<file path="src/rtl/mjpg_slot_scheduler.sv">
// MCU-row encode scheduler: round-robin fixed-length request slots per channel,
// per-channel encoded-MCU counters, and a 2-stage merger of header/encoder streams.
// state   | meaning
// ST_IDLE | waiting for start; slot counter, ereq and MCU counters held at 0
// ST_RUN  | slot counter cycles over PERIOD until the last channel reaches h_mcu
module mjpg_slot_scheduler #(
  parameter int NCH = 3,
  parameter logic [NCH*8-1:0] SLOT_LEN = {8'd6, 8'd6, 8'd28},
  parameter int GAP = 8,
  parameter int MCU_W = 8
) (
  input  logic                 clk,
  input  logic                 rst,
  input  logic                 start,
  input  logic [MCU_W-1:0]     h_mcu,
  output logic                 busy,
  output logic                 done,
  output logic                 err_overrun,
  output logic [NCH-1:0]       ereq,
  output logic [NCH*MCU_W-1:0] e_x_mcu,
  input  logic [5:0]           hdr_len,
  input  logic [31:0]          hdr_data,
  input  logic [NCH*6-1:0]     ce_len,
  input  logic [NCH*32-1:0]    ce_data,
  output logic [5:0]           out_len,
  output logic [31:0]          out_data,
  output logic                 err_collide
);

  function automatic int slot_len(input int k);
    return int'(SLOT_LEN[k*8 +: 8]);
  endfunction

  function automatic int slot_base(input int k);
    int s;
    s = 0;
    for (int i = 0; i < k; i++) s += slot_len(i);
    return s;
  endfunction

  localparam int PERIOD = slot_base(NCH) + GAP;
  localparam int CNT_W  = $clog2(PERIOD);
  localparam logic [CNT_W-1:0] CNT_MAX = CNT_W'(PERIOD - 1);
  localparam int NSRC = NCH + 1;

  typedef enum logic {ST_IDLE, ST_RUN} state_t;

  state_t             state_q, state_d;
  logic [CNT_W-1:0]   cnt;
  logic [NCH-1:0]     in_win;
  logic [NCH-1:0]     at_end;
  logic [MCU_W-1:0]   mcu_cnt [NCH];
  logic [MCU_W-1:0]   h_lat;
  logic               done_d;
  logic               last_hit;

  logic [5:0]         src_len  [NSRC];
  logic [31:0]        src_data [NSRC];

  assign src_len[0]  = hdr_len;
  assign src_data[0] = hdr_data;

  for (genvar g = 0; g < NCH; g++) begin : g_ch
    localparam int B = slot_base(g);
    localparam int L = slot_len(g);
    logic [CNT_W-1:0] off;

    // Offset wraps to a large value below the slot base, so one compare covers both bounds.
    assign off        = cnt - CNT_W'(B);
    assign in_win[g]  = off < CNT_W'(L);
    assign at_end[g]  = cnt == CNT_W'(B + L);
    assign e_x_mcu[g*MCU_W +: MCU_W] = mcu_cnt[g];

    assign src_len[g+1]  = ce_len[g*6 +: 6];
    assign src_data[g+1] = ce_data[g*32 +: 32];
  end

  assign last_hit = at_end[NCH-1] && ((mcu_cnt[NCH-1] + MCU_W'(1)) == h_lat);
  assign busy     = (state_q == ST_RUN);

  always_comb begin
    state_d = state_q;
    done_d  = 1'b0;
    case (state_q)
      ST_IDLE: begin
        if (start) begin
          if (h_mcu != '0) state_d = ST_RUN;
          else             done_d  = 1'b1;
        end
      end
      ST_RUN: begin
        if (last_hit) begin
          state_d = ST_IDLE;
          done_d  = 1'b1;
        end
      end
      default: state_d = ST_IDLE;
    endcase
  end

  always_ff @(posedge clk) begin
    if (rst) begin
      state_q     <= ST_IDLE;
      done        <= 1'b0;
      err_overrun <= 1'b0;
      h_lat       <= '0;
      cnt         <= '0;
      ereq        <= '0;
      for (int k = 0; k < NCH; k++) mcu_cnt[k] <= '0;
    end else begin
      state_q <= state_d;
      done    <= done_d;
      if (start && state_q == ST_RUN)  err_overrun <= 1'b1;
      if (start && state_q == ST_IDLE) h_lat <= h_mcu;
      if (state_q == ST_RUN) begin
        cnt  <= (cnt == CNT_MAX) ? '0 : cnt + CNT_W'(1);
        ereq <= in_win;
        for (int k = 0; k < NCH; k++) begin
          if (at_end[k]) mcu_cnt[k] <= mcu_cnt[k] + MCU_W'(1);
        end
      end else begin
        cnt  <= '0;
        ereq <= '0;
        for (int k = 0; k < NCH; k++) mcu_cnt[k] <= '0;
      end
    end
  end

  logic [5:0]  s1_len_d, s1_len;
  logic [31:0] s1_data_d [NSRC];
  logic [31:0] s1_data   [NSRC];
  logic        s1_coll_d, s1_coll;
  logic [3:0]  nz_cnt;
  logic [31:0] s2_data_d;

  always_comb begin
    s1_len_d = '0;
    nz_cnt   = '0;
    for (int i = 0; i < NSRC; i++) begin
      s1_len_d     = s1_len_d | src_len[i];
      s1_data_d[i] = (src_len[i] != '0) ? src_data[i] : '0;
      nz_cnt       = nz_cnt + 4'(src_len[i] != '0);
    end
    s1_coll_d = (nz_cnt >= 4'd2);
  end

  always_comb begin
    s2_data_d = '0;
    for (int i = 0; i < NSRC; i++) s2_data_d = s2_data_d | s1_data[i];
  end

  always_ff @(posedge clk) begin
    if (rst) begin
      s1_len      <= '0;
      s1_coll     <= 1'b0;
      for (int i = 0; i < NSRC; i++) s1_data[i] <= '0;
      out_len     <= '0;
      out_data    <= '0;
      err_collide <= 1'b0;
    end else begin
      s1_len  <= s1_len_d;
      s1_coll <= s1_coll_d;
      for (int i = 0; i < NSRC; i++) s1_data[i] <= s1_data_d[i];
      out_len  <= s1_len;
      out_data <= s2_data_d;
      if (s1_coll) err_collide <= 1'b1;
    end
  end

endmodule

</file>
<file path="config.mk">
export PLATFORM = sky130hd
export DESIGN_NAME = mjpg_slot_scheduler
export DESIGN_NICKNAME = d
export VERILOG_FILES = /design/src/rtl/mjpg_slot_scheduler.sv
export SDC_FILE = /design/constraint.sdc
export NUM_CORES = 1
export LEC_CHECK = 0
export CAP_MARGIN = 20
export CORE_ASPECT_RATIO = 1.1
export CORE_MARGIN = 5
export CORE_UTILIZATION = 41
export CTS_CLUSTER_SIZE = 10
export DETAILED_ROUTE_END_ITERATION = 7
export PLACE_DENSITY = 0.73
export SYNTH_ARGS = -nofsm -noshare
export SYNTH_HDL_FRONTEND = slang
export SYNTH_SLANG_ARGS = --single-unit
</file>
<file path="constraint.sdc">
create_clock -name clk -period 1.8 [get_ports clk]
set_input_delay 0.27 -clock clk [delete_from_list [all_inputs] [get_ports clk]]
set_output_delay 0.27 -clock clk [all_outputs]
set_load 0.1 [all_outputs]
</file>
==> results of run 1 <==
-- logic make-up after synthesis --
| kind of cell | count (synthesis) |
|---|---|
| flops | 218 |
| buf+inv | 36 |
| xor+xnor | 31 |
| simple gates | 335 |
| fa+ha+maj | 14 |
| compound gates | 28 |
-- power by group --
| group | internal, W | switching [W] |
|---|---|---|
| sequential | 0.00520 | 0.000123 |
| combinational | 0.000746 | 0.00109 |
| clock | 0.00253 | 0.00175 |
-- worst register-to-register path, cell delays in order (launching register included) --
cell,delay (ns)
edfxtp_1,0.44
ha_4,0.29
xor2_4,0.14
or3_4,0.35
nor4_4,0.14
nand4_1,0.16
o31a_1,0.25
-- final cells by class --
cell class,count,area [sq um],share of cell area
clock buffer,30,654.4,0.05957
sequential,218,4604,0.4191
clock inverter,1,20.02,0.001822
multi-input combinational,408,2527,0.2301
tap,234,292.8,0.02665
inverter,9,33.78,0.003075
timing repair buffer,280,2853,0.2597
-- per-layer routing --
metal | part of all wire | GRT usage | vias to the layer above | routed length, um
met5 | 0 | 0 | - | 0
met4 | 0.023 | 0.05948 | 0 | 431
met3 | 0.096 | 0.06140 | 31 | 1803
met2 | 0.51 | 0.3226 | 217 | 9552
met1 | 0.37 | 0.2004 | 2470 | 6983
li1 | - | - | 2723 | -
-- registers in the layout (all words and copies together) (netlist names) --
| name | flops |
|---|---|
| busy | 1 |
| cnt | 6 |
| done | 1 |
| ereq | 3 |
| err_collide | 1 |
| err_overrun | 1 |
| h_lat | 8 |
| mcu_cnt | 24 |
| out_data | 32 |
| out_len | 6 |
| s1_coll | 1 |
| s1_data | 128 |
| s1_len | 6 |
-- metrics by stage --
stage	utilization	hold WS (ns)
after floorplan	-	0.3900
after global placement	0.6004	0.4188
after detailed placement	0.6004	0.4267
after CTS	0.6406	0.1435
after global routing	0.6409	0.1581
final	0.6409	0.1441
-- worst paths after layout --
check	from	end	slack, ns	depth (start not counted)
max	mcu_cnt[0][16]	busy	-0.07	6
min	rst	ereq[1]	0.14	4
max reg2reg	mcu_cnt[0][16]	busy	-0.07	6
min reg2reg	s1_data[3][4]	out_data[4]	0.44	2
-- cell usage in the layout, fill, tap and decap left out, types with 2 or more instances in the layout --
cell / count
dfxtp_1: 194
clkdlybuf4s50_1: 161
and2_1: 128
nor2_1: 92
buf_4: 90
nor4_1: 42
nand2_1: 28
buf_12: 28
clkbuf_16: 25
edfxtp_1: 24
nand3_1: 17
xnor2_1: 15
a21oi_1: 13
xor2_1: 13
ha_1: 12
inv_1: 9
nor2b_1: 8
nand2b_1: 4
a31oi_2: 4
and3_1: 4
clkbuf_1: 4
o21ai_0: 3
o21ai_1: 2
xnor3_1: 2
nor3_1: 2
nand4_1: 2
-- what timing repair did --
action	in CTS	in global routing
pin swaps	1	4
setup buffers	0	0
endpoints found under the setup margin	2	2
resized for setup	2	1
==> flow_summary.ini, run 1 <==
[logic_synthesis]
syn-cell-area_sq_um = 7212
synth_compound_area_frac = 0.02273
synth.most_common_cell = dfxtp_1
synthMuxAreaShare = 0
synth_xor_area_frac = 0.04407
synth_ff_type = dfxtp_1
synthCells = 662
syn_nets = 839
ys_types = 37
synth_enable_flop_cells = 24
synth_area_leaders = dfxtp_1, and2_1, edfxtp_1
synth_top_area_cell = dfxtp_1
seq_area_frac_synth = 0.6384
yosys-top-cells-count = dfxtp_1, and2_1, nor2_1
ys_warn_count = 0
synthArstFlopShare = 0
synth_top_cell_area_share = 0.5385
avgSynthCellArea_sq_um = 10.89
synth_top_family_by_area = simple AND/OR/NAND/NOR gates
synth_fa_ha_area_frac = 0.02533
synth-simple-area-share = 0.2491
ys_seq_elements = 218

[sta]
finalMaxSlewViolations = 0
relSlewSlack = 0.6883
fmax_ghz = 0.5335
rsz0062_at_grt = true
fin_skew_ns = 0.01344
period_share = 1.041
fin_ws_ns = -0.07444
hold_viol_final = 0
fin_crit_ns = 1.874
setup-tns-final_ns = -0.1058
worstMarginPinSlew_ns = 0.4633
setup_violations = 2

[clock_network]
clk_latency_ns = 0.52
hold_buffers = 0
clk_pin_slew_ns = 0.06
cts-root-buf = clkbuf_16
cts_tree = built
cts_sinks = 218
cts_buffer_depth = 3
numCtsBuffers = 25
htree_levels = 1

[floorplanning]
die-area_sq_um = 20350
initial_utilization = 0.4207
die_y_um = 149.1
top_level_ports = 232
die_x_um = 136.5
coreArea_sq_um = 17140
rows = 50

[routing]
finalWirelength_um = 18770
vias = 5441
drc = 0
drt-wirelength-per-cell_um = 15.91
vias_per_cell = 4.611
antenna_left = 0
drtPass1Iterations = 5
drtIter0Drc = 243

[outcome]
status = finished, violations left
violations = setup timing

[power_and_ir_drop]
vdd_drop_max_uv = 667.2
cellPowerDensity_nw_per_um2 = 1041
leakage_nw = 4.439
p_total_w = 0.01144

[worst_hold_path]
hp-class = input port to flip-flop

[worst_setup_path]
crit_chain = ha_4 > xor2_4 > or3_4 > nor4_4 > nand4_1 > o31a_1
critPathMaxFanout = 2
max_stage_delay_ns = 0.44
path_buf_inv = 0
criticalPathCategory = flip-flop to flip-flop
cp_top_family = simple AND/OR/NAND/NOR gates
cp.required_ns = 2.21
start_kind = flip-flop
cp_data_arrival_time_ns = 2.28
crit_slowest_cell = edfxtp_1
cp-end-kind = flip-flop

[finish]
n_antenna_cell = 0
drive_gt1_frac = 0.1670
n_fill_cell = 1394
finalNonFillerCells = 1180
syn2layout_area_growth_pct = 52.32
num-nets-final = 1119
fin_area_sq_um = 10990

[grt]
grt_pass1_wl_um = 28790
antenna_found_initial = 0
grt-ovfl-total = 0
grt_pass1_vias = 5671
track_usage = 0.1806
grt_max_degree = 41

[placement]
place_congestion = 0.8430
dpl.hpwl_um = 14130
postPlaceCellArea_sq_um = 10290
dp_slack_ns = -0.1062
io_buffers = 231
place_inst = 1149

[run]
cap_violations = 0
(Power assumes the default switching activity.)
==> run 2, diff against run 1 <==
--- a/config.mk
+++ b/config.mk
@@ -8,10 +8,11 @@
 export CAP_MARGIN = 20
 export CORE_ASPECT_RATIO = 1.1
 export CORE_MARGIN = 5
-export CORE_UTILIZATION = 41
+export CORE_UTILIZATION = 45
 export CTS_CLUSTER_SIZE = 10
 export DETAILED_ROUTE_END_ITERATION = 7
-export PLACE_DENSITY = 0.73
+export PLACE_DENSITY = 0.76
+export SLEW_MARGIN = 10
 export SYNTH_ARGS = -nofsm -noshare
 export SYNTH_HDL_FRONTEND = slang
 export SYNTH_SLANG_ARGS = --single-unit
==> constraint.sdc (replaced) <==
create_clock -name clk -period 2 [get_ports clk]
set_input_delay 0.3 -clock clk [delete_from_list [all_inputs] [get_ports clk]]
set_output_delay 0.3 -clock clk [all_outputs]
set_load 0.1 [all_outputs]
==> run 2 against run 1 <==
The run now ends clean. Clock skew is 0.0061 ns lower. Die area fell by 8.3%. Clock power is 10% lower. First-iteration DRC count decreased by 2.9%. Core utilization increased by 2.7 points. Count of clock-buffer cells in the layout is the same. Design area shrank 4.3%. Sequential power shrank 10%. Non-clock buffer count shrank 18. Combinational power fell by 15%. Highest routed layer unchanged.
==> flow_summary.ini, run 2 (same netlist as run 1, synthesis figures left out) <==
[clock_network]
cts-root-buf = clkbuf_16
cts_buffer_depth = 3
clk_latency_ns = 0.51
cts_tree = built
hold_buffers = 0
numCtsBuffers = 25
cts_sinks = 218
clk_pin_slew_ns = 0.06
htree_levels = 1

[worst_setup_path]
critPathMaxFanout = 2
start_kind = flip-flop
cp-end-kind = flip-flop
cp.required_ns = 2.39
r2r_slack_ns = 0.11
cp_data_arrival_time_ns = 2.29
criticalPathCategory = flip-flop to flip-flop

[placement]
io_buffers = 231
postPlaceCellArea_sq_um = 9807
dpl.hpwl_um = 13540
place_congestion = 0.8764

[grt]
antenna_found_initial = 0
grt-ovfl-total = 0
grt_max_degree = 33
grt_pass1_vias = 5632
grt_pass1_wl_um = 28250
track_usage = 0.1921

[sta]
fin_skew_ns = 0.007375
hold_viol_final = 0
fin_crit_ns = 1.894
hold_ws_ns = 0.1460
setup_violations = 0
setup-tns-final_ns = 0
finalMaxSlewViolations = 0
relSlewSlack = 0.6406
period_share = 0.9468
fmax_ghz = 0.5281
worstMarginPinSlew_ns = 0.5342

[power_and_ir_drop]
switching_share = 0.2596
vdd_drop_max_uv = 613.9
cellPowerDensity_nw_per_um2 = 969.7
comb_power_share = 0.154
leakage_nw = 4.268
p_seq_frac = 0.469
p_clk_frac = 0.378
p_sw_w = 0.002645
intPower_w = 0.007545

[finish]
n_antenna_cell = 0
final_cell_mix = dfxtp_1, clkdlybuf4s50_1, and2_1
syn2layout_area_growth_pct = 45.71
fin_area_sq_um = 10510
n_fill_cell = 1252
largest_register_ffs = 128
regArea_sq_um = 4606
num-nets-final = 1101
final_common_cell = dfxtp_1
regMostFlops = s1_data
multiInputGateArea_sq_um = 2527
drive_gt1_frac = 0.1519
reg_top3 = s1_data (128), out_data (32), mcu_cnt (24)

[floorplanning]
die_x_um = 130.7
rows = 48
coreArea_sq_um = 15740
initial_utilization = 0.4583
top_level_ports = 232
die-area_sq_um = 18660
die_y_um = 142.8

[routing]
antenna_left = 0
drtIter0Drc = 236
vias = 5369
drtPass1Iterations = 4
vias_per_cell = 4.760
drc = 0
drt-wirelength-per-cell_um = 16.20
finalWirelength_um = 18280

[outcome]
status = completed

[run]
cap_violations = 0

[worst_hold_path]
hp-class = input port to flip-flop
[run 2: cell types whose count changed in the layout (fill, tap and decap cells not counted), sizes merged]
| cell | before | now |
|---|---|---|
| buf | 119 | 101 |
[run 2: what timing repair did]
action,4_1_cts,5_1_grt
setup endpoints to repair,0,2
setup buffers,0,1
gates resized for setup,0,5
endpoints found under the hold margin,0,0
[run 2: path summary, 6_finish.rpt]
path | startpoint | to | cells past startpoint
setup / recovery | mcu_cnt[0][17] | busy | 6
setup reg to reg | mcu_cnt[0][17] | busy | 6
hold reg to reg | s1_data[3][28] | out_data[28] | 2
hold / removal | rst | s1_coll | 2
[run 2: area by class of cell]
cell class | instances | share of cell area
Inverter | 9 | 0.003215
Clock buffer | 30 | 0.06227
Multi-Input combinational cell | 408 | 0.2405
Clock inverter | 1 | 0.001905
Timing Repair Buffer | 262 | 0.2300
Sequential cell | 218 | 0.4383
Tap cell | 200 | 0.02381
[run 2: power by group through the flow]
stage          clock network [W]  logic, W  registers [W]
6_report                 0.00385   0.00156        0.00478
5_1_grt                  0.00415   0.00165        0.00480
4_1_cts                  0.00396   0.00157        0.00478
3_5_place_dp                   0   0.00157        0.00487
3_3_place_gp                   0   0.00156        0.00486
2_1_floorplan                  0  0.000299        0.00550
[run 2: layer usage]
metal / wire length (um) / track usage / up-vias
met5: 0 / 0 / -
met4: 286 / 0.04494 / 0
met3: 1657 / 0.06285 / 21
met2: 9187 / 0.3397 / 190
met1: 7146 / 0.2253 / 2471
li1: - / - / 2687
[run 2: stage by stage]
step	instances	setup WS, ns	utilization	total power (W)
3_3_place_gp	1096	0.07000	0.6233	0.006420
5_1_grt	1128	-0.01277	0.6679	0.01059
3_5_place_dp	1096	0.04899	0.6233	0.006437
4_1_cts	1127	0.04048	0.6661	0.01031
2_1_floorplan	662	-0.4421	-	0.005800
6_report	1128	0.1064	0.6679	0.01019
[run 2: worst max-delay path, cell delays in order, from the launching register on]
cell,delay (ns)
edfxtp_1,0.44
ha_4,0.29
xor2_4,0.14
or3_4,0.34
nor4_4,0.12
nand4_1,0.15
o31a_1,0.30
